==> src/rtl/switch_map_arbiter.sv <==
// Two-requester round-robin arbiter sharing one registered code-mapping stage.
// Results are held until the consumer accepts them; completed responses are counted per requester.
module switch_map_arbiter (
    input  logic       clk,
    input  logic       rst_n,
    input  logic       req0_valid,
    input  logic [3:0] req0_code,
    output logic       req0_ready,
    input  logic       req1_valid,
    input  logic [3:0] req1_code,
    output logic       req1_ready,
    output logic       resp_valid,
    output logic       resp_id,
    output logic [2:0] resp_val,
    input  logic       resp_ready,
    output logic       busy,
    output logic [7:0] cnt0,
    output logic [7:0] cnt1
);
    // state | meaning
    // IDLE  | waiting for a request; arbitration active
    // EVAL  | latched code is being mapped, result registered at end of cycle
    // RESP  | result presented until resp_ready
    localparam logic [1:0] S_IDLE = 2'd0;
    localparam logic [1:0] S_EVAL = 2'd1;
    localparam logic [1:0] S_RESP = 2'd2;

    logic [1:0] state_q, state_d;
    logic       last_grant_q, last_grant_d;
    logic [3:0] code_q, code_d;
    logic       id_q, id_d;
    logic       resp_valid_q, resp_valid_d;
    logic       resp_id_q, resp_id_d;
    logic [2:0] resp_val_q, resp_val_d;
    logic [7:0] cnt0_q, cnt0_d;
    logic [7:0] cnt1_q, cnt1_d;

    logic win_valid;
    logic win_id;
    logic accept;

    // 6-bit intermediates keep 3c+2 (max 32) and 2c+7 exact before the modulo.
    function automatic logic [2:0] map_code(input logic [3:0] c);
        logic [5:0] w;
        logic [5:0] r;
        w = {2'b00, c};
        if (w <= 6'd3)
            r = (w + w + 6'd7) % 6'd6;
        else if (w <= 6'd10)
            r = (w + w + w + 6'd2) % 6'd8;
        else
            r = w / 6'd3;
        return 3'(r);
    endfunction

    always_comb begin
        win_valid  = req0_valid | req1_valid;
        win_id     = (req0_valid && req1_valid) ? ~last_grant_q : req1_valid;
        accept     = rst_n && (state_q == S_IDLE) && win_valid;
        req0_ready = accept && !win_id;
        req1_ready = accept && win_id;
    end

    always_comb begin
        state_d      = state_q;
        last_grant_d = last_grant_q;
        code_d       = code_q;
        id_d         = id_q;
        resp_valid_d = resp_valid_q;
        resp_id_d    = resp_id_q;
        resp_val_d   = resp_val_q;
        cnt0_d       = cnt0_q;
        cnt1_d       = cnt1_q;
        case (state_q)
            S_IDLE: begin
                if (accept) begin
                    code_d       = win_id ? req1_code : req0_code;
                    id_d         = win_id;
                    last_grant_d = win_id;
                    state_d      = S_EVAL;
                end
            end
            S_EVAL: begin
                resp_val_d   = map_code(code_q);
                resp_id_d    = id_q;
                resp_valid_d = 1'b1;
                state_d      = S_RESP;
            end
            S_RESP: begin
                if (resp_ready) begin
                    resp_valid_d = 1'b0;
                    if (resp_id_q)
                        cnt1_d = cnt1_q + 8'd1;
                    else
                        cnt0_d = cnt0_q + 8'd1;
                    state_d = S_IDLE;
                end
            end
            default: state_d = S_IDLE;
        endcase
    end

    always_ff @(posedge clk) begin
        if (!rst_n) begin
            state_q      <= S_IDLE;
            last_grant_q <= 1'b1;
            code_q       <= 4'd0;
            id_q         <= 1'b0;
            resp_valid_q <= 1'b0;
            resp_id_q    <= 1'b0;
            resp_val_q   <= 3'd0;
            cnt0_q       <= 8'd0;
            cnt1_q       <= 8'd0;
        end else begin
            state_q      <= state_d;
            last_grant_q <= last_grant_d;
            code_q       <= code_d;
            id_q         <= id_d;
            resp_valid_q <= resp_valid_d;
            resp_id_q    <= resp_id_d;
            resp_val_q   <= resp_val_d;
            cnt0_q       <= cnt0_d;
            cnt1_q       <= cnt1_d;
        end
    end

    assign resp_valid = resp_valid_q;
    assign resp_id    = resp_id_q;
    assign resp_val   = resp_val_q;
    assign busy       = (state_q != S_IDLE);
    assign cnt0       = cnt0_q;
    assign cnt1       = cnt1_q;
endmodule

==> config.mk <==
export PLATFORM = sky130hd
export DESIGN_NAME = switch_map_arbiter
export DESIGN_NICKNAME = d
export VERILOG_FILES = /design/src/rtl/switch_map_arbiter.sv
export SDC_FILE = /design/constraint.sdc
export NUM_CORES = 1
export LEC_CHECK = 0
export ABC_CLOCK_PERIOD_IN_PS = 2600
export BUFFER_PORTS_ARGS = -buffer_cell sky130_fd_sc_hd__buf_2
export CAP_MARGIN = 30
export CORE_UTILIZATION = 35
export DETAILED_ROUTE_END_ITERATION = 10
export PLACE_DENSITY_LB_ADDON = 0.05
export RECOVER_POWER = 100
export SKIP_LAST_GASP = 1
export SLEW_MARGIN = 25
export SYNTH_ARGS = -nofsm -noshare
export SYNTH_HDL_FRONTEND = slang
export SYNTH_SLANG_ARGS = --single-unit
==> constraint.sdc <==
create_clock -name clk -period 2.6 [get_ports clk]
set_clock_uncertainty 0.2 [all_clocks]
set_input_delay 0.52 -clock clk [delete_from_list [all_inputs] [get_ports clk]]
set_output_delay 0.52 -clock clk [all_outputs]
set_load 0.01 [all_outputs]
# --- Word level (Yosys, flattened, before mapping) ---
# Cells that the tools add are included.
totals:
  out_inout_bits: 24
  word_cells: 49
  n_memories: 0
  latchBits: 0
  in_bits: 13
  mem_bits_ro: 0
  reg_bits: 29
  mem_bits_rw: 0
op_classes:
  div: 2
  n_reduce_logical: 14
  shifts: 0
  n_bitwise: 3
  n_eq_ne: 4
  magnitude_cmp: 2
  muxes: 9
  n_mul: 0
  addsub: 6
ops:
  columns: ["cell", "n"]
  rows:
  - ["8-bit by 1-bit adder with 8-bit output, second input constant", 2]
  - ["5-bit by 3-bit adder with 6-bit output, second input constant", 1]
  - ["4-bit by 2-bit divider with 6-bit output, second input constant", 1]
  - ["6-bit by 3-bit remainder unit with 6-bit output, second input constant", 1]
  - ["3-bit two-way mux", 2]
  - ["2-bit one-hot mux with 3 select lines", 1]
  - ["2-bit AND reduction", 3]
  - ["3-bit AND reduction", 2]
  - ["4-bit by 4-bit adder with 5-bit output", 1]
  - ["1-bit logical AND", 5]
  - ["4-bit by 2-bit <= comparator with 1-bit output, second input constant", 1]
  - ["4-bit <= comparator, second input constant", 1]
  - ["2-bit two-way mux", 2]
  - ["4-bit two-way mux", 1]
  - ["2-bit inequality test, second input constant", 2]
  - ["2-bit nonzero test", 2]
  - ["3-bit by 2-bit adder with 3-bit output, second input constant", 1]
  - ["3-bit adder", 1]
  - ["2-bit by 1-bit == test with 1-bit output, second input constant", 1]
  - ["2-bit == test, second input constant", 1]
  - ["2-bit zero test", 1]
  - ["1-bit two-way mux", 2]
  - ["1-bit NOT", 2]
  - ["1-bit one-hot mux with 2 select lines", 1]
  - ["2 further kinds", 2]

# --- Logic depth before layout (Yosys ltp) ---
depth:
  ltp_word: 5
  depth_mapped: 10
  depth_no_buf: 9

# --- Least setup slack after synthesis ---
# No wires, ideal clock.
synth_path:
  path_kind: "reg2reg"
  from: "reg code_q[1]"
  to: "reg resp_val_q[2] (netlist: resp_val[2])"
  path_slack_ps: 405
  required_time_ps: 2275
  period_less_slack_ps: 2195
  path_stages_with_launch: 9
  n_path_buf: 0
  arrival_ps: 1871
  setup_time_ps: 125
  cell_sequence: "dfxtp_1 > inv_1 > ha_1 > a21oi_2 > nor2_1 > a211o_1 > and4b_1 > a2111oi_2 > nor2_1"
synth_via:
  elab_chain_cells: 5
  elab_cells_between_ends: 10
  classes_between: "add/sub (4); div (2); order compare (2); mux (2)"
synth_rtl:
  columns: ["element", "line", "text"]
  rows:
  - ["start, declared", "30", "logic [3:0] code_q, code_d;"]
  - ["start signal, assigned", "117", "code_q <= code_d;"]
  - ["branches (longest 4 deep; another with 5-bit by 3-bit adder with 6-bit output)", null, null]
  - ["3-bit two-way mux (*)", "47", "if (w <= 6'd3)"]
  - ["end signal, assigned", "121", "resp_val_q <= resp_val_d;"]
  - ["end, declared", "34", "logic [2:0] resp_val_q, resp_val_d;"]
# Every way passes the cells marked *.
# A chain may end at the register's enable or synchronous reset.

# --- Worst setup path after layout ---
# Same ends and word-level chain as after synthesis.

==> summary.txt <==
Status
  – Status: finished, final reports clean

Placed design
  – Post-detail-place hpwl: 2600 um
  – I/O Buffers: 36
  – Post-DP Area: 1880 um^2
  – Gp weighted congestion: 0.755

Clock tree
  – CTS resizes: 0
  – Inserted Clock Buffers: 5
  – Hold Buf Count CTS: 0
  – # H-tree levels: 2
  – Skew-Pair Late Insertion Delay: 0.28 ns
  – Clock tree sinks: 29
  – Clock Tree Buf Depth: 2
  – Setup Buffers After CTS: 0
  – TritonCTS clock tree: done
  – Clock root buffer: clkbuf_8
  – Worst-path clk slew: 0.06 ns

Power
  – Clock share of power: 35.4%
  – Switching pwr: 0.300 mW
  – PwrDens: 555 nW/um^2
  – Int Pwr: 0.759 mW
  – Sequential group share of total power: 45.7%
  – Combinational share of power: 18.9%
  – Sw Ratio: 28.3%
  – Maximum vdd drop: 0.231 mV
  – Leak Pwr: 0.834 nW

Logic synthesis
  – Syn Area/Cell: 8.94 um^2
  – Post-Syn Area: 1610 um^2
  – Synth Register Bits: 29
  – Synth Instances: 180
  – Synthesis warning total: 0
  – Mapped Nets: 203
  – Distinct cells, synth: 40
  – Sequential area share after synthesis: 36.1%

Floorplanning
  – Die ar.: 4870 um^2
  – Initial Util: 36.7%
  – Die width: 69.8 um
  – Core box area: 4380 um^2
  – Site Rows: 24
  – Boundary Pins: 37
  – Die Ht: 69.8 um

Critical path
  – Crit path DAT: 2.29 ns
  – Worst endpoint required time: 2.56 ns
  – CP Max Fanout: 8
  – CP endpoint kind: flop
  – WS Path Type: reg2reg
  – FF-to-FF path depth: 8
  – Worst setup path endpoint: resp_val[2]
  – CP Launch Point: code_q[1]
  – Worst r2r dst: resp_val[2]
  – Reg2reg start: code_q[1]
  – Startpoint types: flop
  – Reg2reg setup slack: 0.27 ns

Job
  – Max cap viols: 0

Detailed routing
  – Vias after detailed routing: 1415
  – Drt wl/cell: 12.8 um
  – Vias/cell: 5.15
  – Final wirelength: 3520 um
  – Initial DRT Pass Iterations: 4
  – Detailed Route Iter0 Violations: 29
  – Final ANT Viol Nets: 0
  – Drt drc: 0

Cells and area
  – Fraction of layout cells with a size suffix above 1: 11.2%
  – Layout fillers: 473
  – Register Area: 581 um^2
  – Design area: 1910 um^2
  – Area occupied by multi-input gates: 955 um^2
  – Layout area overhead: 18.5%
  – # diodes: 0
  – Commonest cells after routing, fill and taps aside: clkbuf_1 (29), dfxtp_1 (29), nand2_1 (13)
  – Nets: 246

STA
  – Fmax achieved: 0.429 GHz
  – Final Hold Violating Endpoints: 0
  – Final setup fails: 0
  – Setup_tns: 0 ns
  – Max transition margin: 33.0%
  – Count of pins over their slew limit: 0
  – Final worst-path cycle share: 89.7%
  – Measured slew at the worst slew-check pin: 1.00 ns
  – RSZ-0062 raised after global routing: false
  – Period minus WS final: 2.33 ns

GRT
  – Initial antenna violation count: 0
  – Wire length of the first global-routing pass: 5980 um
  – GR Util All Layers: 15.4%
  – Largest net degree at the start of global routing: 29
  – Grt ovf: 0
  – Vias in the first global route: 1400

Hold path
  – Hold depth: 2
  – Worst Min Path Start: last_grant_q
  – Worst min-delay path category: reg2reg
==> power groups by stage <==
stage / sequential, mW / clock (mW) / combinational [mW]
finish: 0.484 / 0.375 / 0.200
global placement: 0.494 / 0 / 0.201
detailed placement: 0.495 / 0 / 0.208
CTS: 0.485 / 0.390 / 0.209
floorplan: 0.493 / 0 / 0.143
global route: 0.488 / 0.408 / 0.225
==> critical path: stages, from the launching register on <==
cell,delay [ns]
dfxtp_1,0.31
clkbuf_1,0.19
ha_1,0.29
a21oi_2,0.20
nor3_1,0.07
a31oi_1,0.31
o22ai_1,0.18
a2111oi_2,0.38
nor2_1,0.08
==> area by class of cell <==
class / instances / share of cell area, %
inverter: 8 / 1.57
timing repair buffer: 43 / 9.97
tap: 52 / 3.41
clock buffer: 7 / 4.53
sequential: 29 / 30.4
multi-input combinational: 136 / 50.1
==> cells in the mapped netlist, drive strengths merged <==
cell type  count  share of area, %
nor3b          2               1.6
o211ai         2              0.93
nor3           3               1.2
nand3          7               2.2
xor2           5               2.7
and4           2               1.1
nand2b         3               1.2
nor2          11               2.6
ha            10               7.8
o22ai          2              0.78
and3           3               1.2
xnor2         11               6.0
and2          15               5.8
a21oi          3               1.2
o21a           1              0.47
o31ai          1              0.47
nand4          4               1.6
a21boi         2              0.93
a31oi          4               1.6
clkinv         1              0.23
o211a          4               2.5
mux2i          8               5.0
o21ai          8               2.5
and4b          1              0.62
inv            7               1.6
o221ai         2               1.1
a211o          1              0.54
nor2b          5               1.9
a21o           2              0.93
nand2         13               3.0
clkbuf         7               1.7
dfxtp         29                36
a2111oi        1              0.93
==> worst min path at each step <==
stage | slack [ns] | to
finish | 0.28 | last_grant_q
global route | 0.32 | last_grant_q
CTS | 0.28 | last_grant_q
detailed placement | 0.26 | last_grant_q
global placement | 0.25 | last_grant_q
floorplan | 0.24 | last_grant_q
==> kinds of logic (layout without fill, tap and decap cells) <==
kind of cell             count (synthesis)  in the layout  synth area share (%)
AO/OA/AOI/OAI                           33             33                  14.8
adder cells (fa/ha/maj)                 10             10                  7.78
AND/OR/NAND/NOR                         69             69                  24.1
XOR/XNOR                                16             16                  8.71
buffers and inverters                   15             58                  3.58
multiplexers                             8              8                  4.98
flip-flops                              29             29                  36.1
==> routing by layer <==
metal | GRT usage (%) | vias up | wire length, um
met5 | 0 | - | 0
met4 | 8.44 | 0 | 95
met3 | 5.96 | 11 | 174
met2 | 26.1 | 27 | 1700
met1 | 16.4 | 664 | 1550
li1 | - | 713 | -
==> stage by stage <==
step / util (%) / cells / setup WS, ns / hold slack, ns / total power [mW]
floorplan: - / 180 / 0.405 / 0.241 / 0.636
global placement: 42.9 / 268 / 0.404 / 0.255 / 0.695
detailed placement: 42.9 / 268 / 0.314 / 0.263 / 0.703
CTS: 44.8 / 275 / 0.304 / 0.279 / 1.08
global route: 43.5 / 275 / 0.113 / 0.323 / 1.12
finish: 43.5 / 275 / 0.269 / 0.275 / 1.06
==> flip-flops by register name (all words and copies together), names as in the netlist <==
signal	flops
cnt1	8
last_grant_q	1
resp_valid	1
state_q	2
cnt0	8
code_q	4
resp_id	1
id_q	1
resp_val	3
No activity file was read; power rests on OpenSTA's default activity.
